## src/rtl/ack_event_fifo.sv

```systemverilog
// Completion queue for ACK arbiter grants: circular-buffer FIFO with sticky overflow.
// Define ACK_FIFO_STATS_EN to add saturating per-source completion counters.
module ack_event_fifo #(
  parameter int DEPTH = 4,
  parameter int CNT_W = 8
) (
  input  logic                       clk,
  input  logic                       rst_n,
  input  logic                       ack_event,
  input  logic [1:0]                 winner_source_id,
  output logic                       out_valid,
  input  logic                       out_ready,
  output logic [1:0]                 out_source_id,
  output logic                       fifo_full,
  output logic                       fifo_empty,
  output logic [$clog2(DEPTH):0]     fifo_level,
  output logic                       overflow,
  input  logic                       overflow_clr
`ifdef ACK_FIFO_STATS_EN
  ,
  output logic [CNT_W-1:0]           cnt_mem,
  output logic [CNT_W-1:0]           cnt_sha,
  output logic [CNT_W-1:0]           cnt_aes,
  output logic [CNT_W-1:0]           cnt_ctrl,
  input  logic                       stats_clr
`endif
);

  localparam int PW = $clog2(DEPTH);
  localparam int LW = PW + 1;

  if (DEPTH < 2 || (DEPTH & (DEPTH - 1)) != 0 || CNT_W < 1) begin : g_bad_cfg
    $error("ack_event_fifo: DEPTH must be a power of two >= 2, CNT_W >= 1");
  end

  logic [1:0]    mem_q [DEPTH];
  logic [PW-1:0] wr_ptr_q, wr_ptr_d;
  logic [PW-1:0] rd_ptr_q, rd_ptr_d;
  logic [LW-1:0] level_q, level_d;
  logic          ovf_q, ovf_d;
  logic          push, pop, drop;

  assign fifo_empty    = (level_q == '0);
  assign fifo_full     = (level_q == LW'(DEPTH));
  assign fifo_level    = level_q;
  assign overflow      = ovf_q;
  assign out_valid     = !fifo_empty;
  assign out_source_id = fifo_empty ? 2'b00 : mem_q[rd_ptr_q];

  // A pop frees the slot the same cycle, so a full FIFO can still accept.
  assign pop  = out_valid && out_ready;
  assign push = ack_event && (!fifo_full || pop);
  assign drop = ack_event && !push;

  always_comb begin
    wr_ptr_d = wr_ptr_q;
    rd_ptr_d = rd_ptr_q;
    level_d  = level_q;
    ovf_d    = ovf_q;
    if (push) wr_ptr_d = wr_ptr_q + 1'b1;
    if (pop)  rd_ptr_d = rd_ptr_q + 1'b1;
    case ({push, pop})
      2'b10:   level_d = level_q + LW'(1);
      2'b01:   level_d = level_q - LW'(1);
      default: level_d = level_q;
    endcase
    if (drop)              ovf_d = 1'b1;
    else if (overflow_clr) ovf_d = 1'b0;
  end

  always_ff @(posedge clk or negedge rst_n) begin
    if (!rst_n) begin
      wr_ptr_q <= '0;
      rd_ptr_q <= '0;
      level_q  <= '0;
      ovf_q    <= 1'b0;
    end else begin
      wr_ptr_q <= wr_ptr_d;
      rd_ptr_q <= rd_ptr_d;
      level_q  <= level_d;
      ovf_q    <= ovf_d;
    end
  end

  always_ff @(posedge clk or negedge rst_n) begin
    if (!rst_n) begin
      for (int i = 0; i < DEPTH; i++) mem_q[i] <= 2'b00;
    end else if (push) begin
      mem_q[wr_ptr_q] <= winner_source_id;
    end
  end

`ifdef ACK_FIFO_STATS_EN
  logic [CNT_W-1:0] cnt_q [4];
  logic [CNT_W-1:0] cnt_d [4];

  always_comb begin
    for (int i = 0; i < 4; i++) cnt_d[i] = cnt_q[i];
    if (stats_clr) begin
      for (int i = 0; i < 4; i++) cnt_d[i] = '0;
    end else if (push && cnt_q[winner_source_id] != '1) begin
      cnt_d[winner_source_id] = cnt_q[winner_source_id] + 1'b1;
    end
  end

  always_ff @(posedge clk or negedge rst_n) begin
    if (!rst_n) begin
      for (int i = 0; i < 4; i++) cnt_q[i] <= '0;
    end else begin
      for (int i = 0; i < 4; i++) cnt_q[i] <= cnt_d[i];
    end
  end

  assign cnt_mem  = cnt_q[0];
  assign cnt_sha  = cnt_q[1];
  assign cnt_aes  = cnt_q[2];
  assign cnt_ctrl = cnt_q[3];
`endif

endmodule

```

## config.mk

```make
export PLATFORM = sky130hd
export DESIGN_NAME = ack_event_fifo
export DESIGN_NICKNAME = d
export VERILOG_FILES = /design/src/rtl/ack_event_fifo.sv
export SDC_FILE = /design/constraint.sdc
export NUM_CORES = 1
export LEC_CHECK = 0
export BUFFER_PORTS_ARGS = -buffer_cell sky130_fd_sc_hd__buf_2
export CORE_UTILIZATION = 40
export CTS_CLUSTER_SIZE = 28
export DETAILED_ROUTE_END_ITERATION = 7
export SLEW_MARGIN = 0
export SYNTH_ARGS = -nofsm -noshare
export SYNTH_HDL_FRONTEND = slang
export SYNTH_SLANG_ARGS = --single-unit
```

## constraint.sdc

```tcl
create_clock -name clk -period 4.15 [get_ports clk]
set_input_delay 0.6225 -clock clk [delete_from_list [all_inputs] [get_ports clk]]
set_output_delay 0.6225 -clock clk [all_outputs]
set_load 0.01 [all_outputs]
```

Word level (Yosys, flattened, before mapping)
Cells that the tools add are included.
{ "classes": {"n_eq_ne": 3, "order_cmp": 3, "addsub": 4, "n_reduce_logical": 11, "muxes": 10, "bitwise": 2} }
{ "ops": {"columns": ["cell", "n"], "rows": [
  ["$bwmux W8", 1],
  ["$mux W2", 4],
  ["$ge A3 B3 Y1 const B", 2],
  ["$not A2 Y3", 2],
  ["$pmux W3 S2", 1],
  ["$add A2 B1 Y2 const B", 2],
  ["$bmux W2 S2", 1],
  ["$demux W2 S2", 1],
  ["$logic_and A1 B1 Y1", 4],
  ["$reduce_bool A2 Y1", 2],
  ["$add A3 B1 Y3 const B", 1],
  ["$eq A3 B3 Y1 const B", 1],
  ["$logic_not A1 Y1", 3],
  ["$logic_not A3 Y1", 1],
  ["$lt A3 B1 Y1 const B", 1],
  ["$sub A3 B1 Y3 const B", 1],
  ["$eq A2 B1 Y1 const B", 1],
  ["$eq A2 B2 Y1 const B", 1],
  ["$mux W1", 2],
  ["$logic_or A1 B1 Y1", 1]
]} }
{ "totals": {"ff_bits": 16, "output_inout_bits": 9, "elab_cells": 41, "in_bits": 7} }

Depth between registers and ports, before layout
Gate-level depths: netlist of the first run.
{ "depth": {"word_depth": 8, "depth_mapped": 9, "ltp_nobuf": 9} }

Worst setup path before layout of the first run
Ideal clock, no wire load.
{ "synth_timing": {"kind": "input to register", "start": "input out_ready", "end": "register level_q[2], in the netlist fifo_level[2]", "path_buffers": 0, "setup_time_ns": 0.079, "setup_slack_ns": 2.006, "t_arrival_ns": 2.065, "stages": 8, "required_time_ns": 4.071, "cell_sequence": "nor4b_4 nand2b_4 ha_1 inv_1 fa_1 xor2_1 nor2_1 xor2_1"} }
{ "synth_between": {"elab_chain_cells": 5, "elab_cells_between_ends": 7, "classes_between": "eq/ne (2); mux (1); reduce/logical (4)"} }
{ "synth_rtl": {"columns": ["item", "line", "text"], "rows": [
  ["from (decl)", "12", "input logic out_ready,"],
  ["$logic_and A1 B1 Y1 (*)", "51", "assign pop = out_valid && out_ready;"],
  ["$logic_or A1 B1 Y1", "52", "assign push = ack_event && (!fifo_full || pop);"],
  ["$logic_and A1 B1 Y1", "52", null],
  ["$eq A2 B1 Y1 or $eq A2 B2 Y1 (tied branches)", "62", "case ({push, pop})"],
  ["$pmux W3 S2 or $reduce_bool A2 Y1 (tied branches)", null, null],
  ["to (signal assigned)", "80", "level_q <= level_d;"],
  ["to (decl)", "39", "logic [LW-1:0] level_q, level_d;"]
]} }
Every way passes the cells marked *; elsewhere a longest branch is shown, timed or not.
A chain may end at the register's enable or synchronous reset.

Final worst setup path of the first run
{ "layout_timing": {"start": "register rd_ptr_q[0]", "end": "output out_source_id[0]"} }
{ "layout_between": {"elab_chain_cells": 5} }
{ "layout_rtl": {"columns": ["item", "line", "text"], "rows": [
  ["from (decl)", "38", "logic [PW-1:0] rd_ptr_q, rd_ptr_d;"],
  ["from (signal assigned)", "79", "rd_ptr_q <= rd_ptr_d;"],
  ["$not A2 Y3 (not written as such)", "48", "assign out_source_id = fifo_empty ? 2'b00 : mem_q[rd_ptr_q];"],
  ["$bmux W2 S2", "48", null],
  ["$mux W2 (not written as such) (2 in series)", "48", null],
  ["$mux W2", "48", null],
  ["to (decl)", "13", "output logic [1:0] out_source_id,"]
]} }
Every way passes these cells. The select of a mux whose other input is x is not followed.

==> out/metrics.cfg, run 1 <==
[clock_network]
clock_tree.buffer_depth = 2
holdBufCountCts = 0
root_buffer = clkbuf_4
numCtsBuffers = 3
clock_latency_ns = 0.29
htree_levels = 1
path_clk_slew_ns = 0.09
cts_tree = yes
ctsResizeCount = 0
clock_sinks = 16
postCtsSetupBuffers = 0

[synthesis]
netlist.area_leader.share = 0.478
syn_nets = 79
ys_ff_latch = 16
synth_fa_ha_area_frac = 0.0987
syn_area_um2 = 837
yosys.area_share.simple = 0.126
synth.area.top_cells = dfrtp_1 (48%), mux2_2 (12%), ha_1 (7.5%), mux4_2 (5.4%), inv_1 (3.6%)
synthCells = 66
yosysWarnings = 0
synthXorXnorAreaFrac = 0.0628
synth_compound_area_frac = 0.0120
synth_cell_types = 18
ys_seq_area_frac = 0.478
synth_mux_area_frac = 0.187
syn_area_per_cell_um2 = 12.7
yosys.area.top_type = dfrtp_1
synth_top_family_by_area = multiplexers

[place]
place.detailed.instances = 108
dp_hpwl_mm = 1.03
port_buffers = 15
gp_congestion = 0.678

[route]
dr.pass1.iters = 3
drt_iter0_drc = 4
vias = 537
routed_via_density = 4.79
drc = 0
drt-total-wl_mm = 1.34
drtAntennaViolNets = 0
drt-wirelength-per-cell_um = 12.0

[worst_setup_path]
worstSetupStartpointType = flip-flop
path_class = reg -> out
cp_max_fo = 4
worstSetupEndpointType = primary output
cp.arrival_ns = 1.57
cp.required_ns = 3.53

[cells_and_area]
fillers = 182
diodes = 0
multi_input_area_um2 = 407
final_nets = 99
regArea_um2 = 400
finalNonFillerCells = 112
area_delta_synth_final_pct = 17.3
drive_gt1_frac = 0.376

[timing]
maxSlewHeadroom = 0.756
finalMaxSlewViolations = 0
fin_crit_sh = 0.527
rsz0062_at_grt = false
worst_slew_pin_slew_ns = 0.366
finalSetupViolCount = 0
fmax_ghz = 0.457
hold_viol = 0
finalSetupTns_ns = 0
finalClockSkew_ns = 0.00550
fin_crit_ns = 2.19

[global_routing]
grt_max_degree = 17
grt_pass1_wl_mm = 2.04
grt_overflow = 0
grt_pass1_vias = 484
track_usage = 0.142
antenna_found_initial = 0

[floorplan]
die_area_um2 = 2280
ios = 16
die_x_um = 47.7
core-area_um2 = 1960
die_h_um = 47.7
initial_core_util = 0.427
row_count = 16

[outcome]
status = finished, final reports clean

[power_and_ir_drop]
powerDensity_nw_per_um2 = 759
leakagePower_nw = 0.487
power.total_mw = 0.746
vdd_drop_max_mv = 0.283

[hold_path]
hold_path_class = in -> async

[flow_run]
maxCapViolations = 0

-- layout make-up --
type / count / area share
Inverter: 8 / 0.0306
Clock buffer: 4 / 0.0369
Multi-Input combinational cell: 42 / 0.414
Sequential cell: 16 / 0.408
Timing Repair Buffer: 15 / 0.0764
Tap cell: 27 / 0.0344
-- stage by stage --
stage	util	setup WS [ns]	hold slack, ns	instance area (um^2)
floorplan	-	2.01	0.327	837
global placement	0.482	1.81	0.467	946
detailed placement	0.482	1.76	0.476	946
CTS	0.501	1.94	0.226	982
global route	0.501	1.87	0.234	982
finish	0.501	1.96	0.226	982
-- logic make-up (layout without fill, tap and decap cells) --
kind of cell	Yosys count	after routing
simple gates	17	17
mux	12	12
compound gates	1	1
buf+inv	8	27
flops	16	16
fa+ha+maj	6	6
xor+xnor	6	6
-- layout by cell type (no fill, tap or decap), types with 2 or more instances in the layout --
master	instances
nor2_1	6
ha_1	5
nand2_1	4
and2_1	2
buf_2	15
mux2_2	9
xor2_1	3
dfrtp_1	16
clkbuf_4	3
xnor2_1	3
mux4_2	2
inv_1	8
-- sequential cells by signal (all words and copies together) (netlist names) --
name / count
mem_q: 8
rd_ptr_q: 2
fifo_level: 3
wr_ptr_q: 2
overflow: 1
-- routing by layer --
layer / global-route usage / wire (um) / vias up
met5: 0 / 0 / -
met1: 0.182 / 650 / 257
met4: 0.133 / 40 / 0
li1: - / - / 259
met2: 0.195 / 580 / 16
met3: 0.0340 / 71 / 5
-- power by group --
| group | total [mW] | internal, mW | switching, mW | leakage (nW) |
|---|---|---|---|---|
| Sequential | 0.306 | 0.235 | 0.0705 | 0.190 |
| Clock | 0.103 | 0.0535 | 0.0498 | 0.0210 |
| Combinational | 0.337 | 0.191 | 0.145 | 0.276 |
| Total | 0.746 | 0.480 | 0.266 | 0.487 |
-- path summary, 6_finish.rpt --
path / startpoint / endpoint / slack (ns) / depth (start not counted)
max: rd_ptr_q[0]$_DFFE_PN0P_ / out_source_id[0] / 1.96 / 3
min: rst_n / rd_ptr_q[1]$_DFFE_PN0P_ / 0.23 / 1
max reg2reg: fifo_level[0]$_DFFE_PN0P_ / fifo_level[2]$_DFFE_PN0P_ / 2.02 / 8
min reg2reg: overflow$_DFFE_PN0P_ / overflow$_DFFE_PN0P_ / 0.49 / 1
max in group asynchronous: rst_n / mem_q[2]$_DFFE_PN0P_ / 3.65 / 1
min in group clk: overflow$_DFFE_PN0P_ / overflow$_DFFE_PN0P_ / 0.49 / 1
-- cell usage after synthesis --
cell type,instances
and2_1,2
nand2b_4,1
nor4b_4,1
mux2i_1,1
a32o_1,1
xnor2_1,3
nand2_1,4
fa_1,1
inv_1,8
ha_1,5
nor2_1,6
and3_1,1
xor2_1,3
mux4_2,2
or3_1,1
mux2_2,9
dfrtp_1,16
nand3_1,1
-- critical path: stages, from the launching register on --
cell and delay (ns):
dfrtp_1 0.46, mux4_2 0.52, and2_1 0.16, buf_2 0.13
No activity file was read; power rests on OpenSTA's default activity.
==> run 2: changes to the inputs <==
- clock period: 4.15 -> 1.9 ns (I/O delays scaled with it)
==> out/metrics.cfg, run 2 (synthesis results as in run 1) <==
[outcome]
status = complete, but fails checks
violations = negative setup slack

[power_and_ir_drop]
vdd_drop_max_mv = 0.647
switching_share = 0.350
powerDensity_nw_per_um2 = 1640
combPwrFrac = 0.492
pwr-share-seq = 0.379
p_clk_frac = 0.129
p_switching_mw = 0.614
leakagePower_nw = 0.521
p_int_mw = 1.14

[worst_setup_path]
cp.required_ns = 2.11
r2r_slack_ns = -0.02
worstSetupStartpointType = flip-flop
r2r_cells = 8
cp.arrival_ns = 2.13
r2r_start = fifo_level[1]$_DFFE_PN0P_
path_class = reg -> reg
worstSetupEndpointType = flip-flop
reg2reg_to = fifo_level[2]$_DFFE_PN0P_
cp_max_fo = 3

[timing]
fmax_ghz = 0.520
finalClockSkew_ns = 0.00216
rsz0062_at_grt = true
fin_crit_ns = 1.92
finalSetupViolCount = 1
finalMaxSlewViolations = 0
maxSlewHeadroom = 0.757
fin_ws_ns = -0.0232
fin_crit_sh = 1.01
finalSetupTns_ns = -0.0232
worst_slew_pin_slew_ns = 0.364
hold_viol = 0

[route]
drt-total-wl_mm = 1.50
dr.pass1.iters = 3
drc = 0
drt_iter0_drc = 3
vias = 550
drtAntennaViolNets = 0
drt-wirelength-per-cell_um = 12.5
routed_via_density = 4.58

[floorplan]
die_x_um = 47.7
die_h_um = 47.7
die_area_um2 = 2280
row_count = 16
initial_core_util = 0.427
ios = 16
core-area_um2 = 1960

[place]
gp_congestion = 0.735
place.detailed.instances = 113
dp_hpwl_mm = 1.17
dp_slack_ns = -0.0321
port_buffers = 15

[cells_and_area]
largest_register_ffs = 8
final_cell_mix = buf_2 (15), dfrtp_1 (13), mux2_2 (9), buf_4 (7)
final_util = 0.545
final_nets = 107
finalNonFillerCells = 120
area_delta_synth_final_pct = 27.7
drive_gt1_frac = 0.505
fillers = 190
diodes = 0
regMostFlops = mem_q
mostFrequentLayoutCell = buf_2

[global_routing]
grt_overflow = 0
grt_pass1_vias = 525
grt_pass1_wl_mm = 2.33
track_usage = 0.151
grt_max_degree = 17
antenna_found_initial = 0

[hold_path]
hold_path_depth = 2
hp-start = winner_source_id[1]
hold_path_class = in -> reg
min_to = mem_q[5]$_DFFE_PN0P_

[clock_network]
path_clk_slew_ns = 0.10
clock_sinks = 16
htree_levels = 1
clock_latency_ns = 0.28
root_buffer = clkbuf_4
cts_tree = yes
numCtsBuffers = 3
clock_tree.buffer_depth = 2

[flow_run]
maxCapViolations = 0

==> run 2: cell types whose count changed in the layout (fill, tap and decap cells not counted) <==
cell           change
buf_4              +7
dfrtp_1            -3
dfrtp_2            +3
inv_1              -2
inv_2              +2
dlygate4sd3_1      +1
fa_1               -1
fa_2               +1
ha_1               -1
ha_4               +1
or3_1              -1
or3_4              +1
==> run 2: power by group through the flow <==
stage / sequential (mW) / clock (mW) / combinational, mW
6_report: 0.665 / 0.226 / 0.863
5_1_grt: 0.691 / 0.254 / 0.963
4_1_cts: 0.666 / 0.232 / 0.870
3_5_place_dp: 0.677 / 0 / 0.841
3_3_place_gp: 0.664 / 0 / 0.827
2_1_floorplan: 0.665 / 0 / 0.558
==> run 2: through the flow <==
stage	hold WS [ns]	power, mW	cell area, um^2
finish	0.271	1.75	1070
global route	0.257	1.91	1070
CTS	0.270	1.77	1060
detailed placement	0.223	1.52	1010
global placement	0.222	1.49	1010
floorplan	-0.0106	1.22	860
==> run 2: repair_timing <==
item / 4_1_cts / 5_1_grt
gates resized for setup: 1 / 1
hold buffers: 1 / 0
endpoints found under the hold margin: 16 / 0
pin swaps: 3 / 1
endpoints found under the setup margin: 1 / 3
buffers inserted: 1 / 1
==> run 2: critical path, stage by stage, from the launching register on <==
cell and delay (ns):
dfrtp_2 0.44, nor4b_4 0.30, nand2b_4 0.19, ha_4 0.14
inv_2 0.04, fa_2 0.33, xor2_1 0.15, nor2_1 0.11
xor2_1 0.15
==> run 2: area by class of cell <==
| type | count | area (um^2) | area share |
|---|---|---|---|
| repair buffers | 23 | 138 | 0.129 |
| multi-input cells | 42 | 427 | 0.399 |
| inverters | 8 | 30.0 | 0.0281 |
| well taps | 27 | 33.8 | 0.0316 |
| clock buffers | 4 | 36.3 | 0.0340 |
| flip-flops and latches | 16 | 404 | 0.378 |
==> run 2: worst max path at each step <==
stage                              startpoint                         to  slack [ns]  depth (start not counted)
finish              fifo_level[1]$_DFFE_PN0P_  fifo_level[2]$_DFFE_PN0P_       -0.02                          8
global route        fifo_level[1]$_DFFE_PN0P_  fifo_level[2]$_DFFE_PN0P_       -0.14                          8
CTS                 fifo_level[0]$_DFFE_PN0P_  fifo_level[2]$_DFFE_PN0P_       -0.03                          8
detailed placement  fifo_level[1]$_DFFE_PN0P_  fifo_level[2]$_DFFE_PN0P_       -0.03                          8
global placement    fifo_level[1]$_DFFE_PN0P_  fifo_level[2]$_DFFE_PN0P_        0.04                          8
floorplan           fifo_level[1]$_DFFE_PN0P_  fifo_level[2]$_DFFE_PN0P_       -0.06                          8
==> run 2: routing by layer <==
metal  global-route usage  part of all wire
met4               0.0667            0.0080
met5                    0                 0
met2                0.238              0.49
met3               0.0453             0.036
met1                0.192              0.47
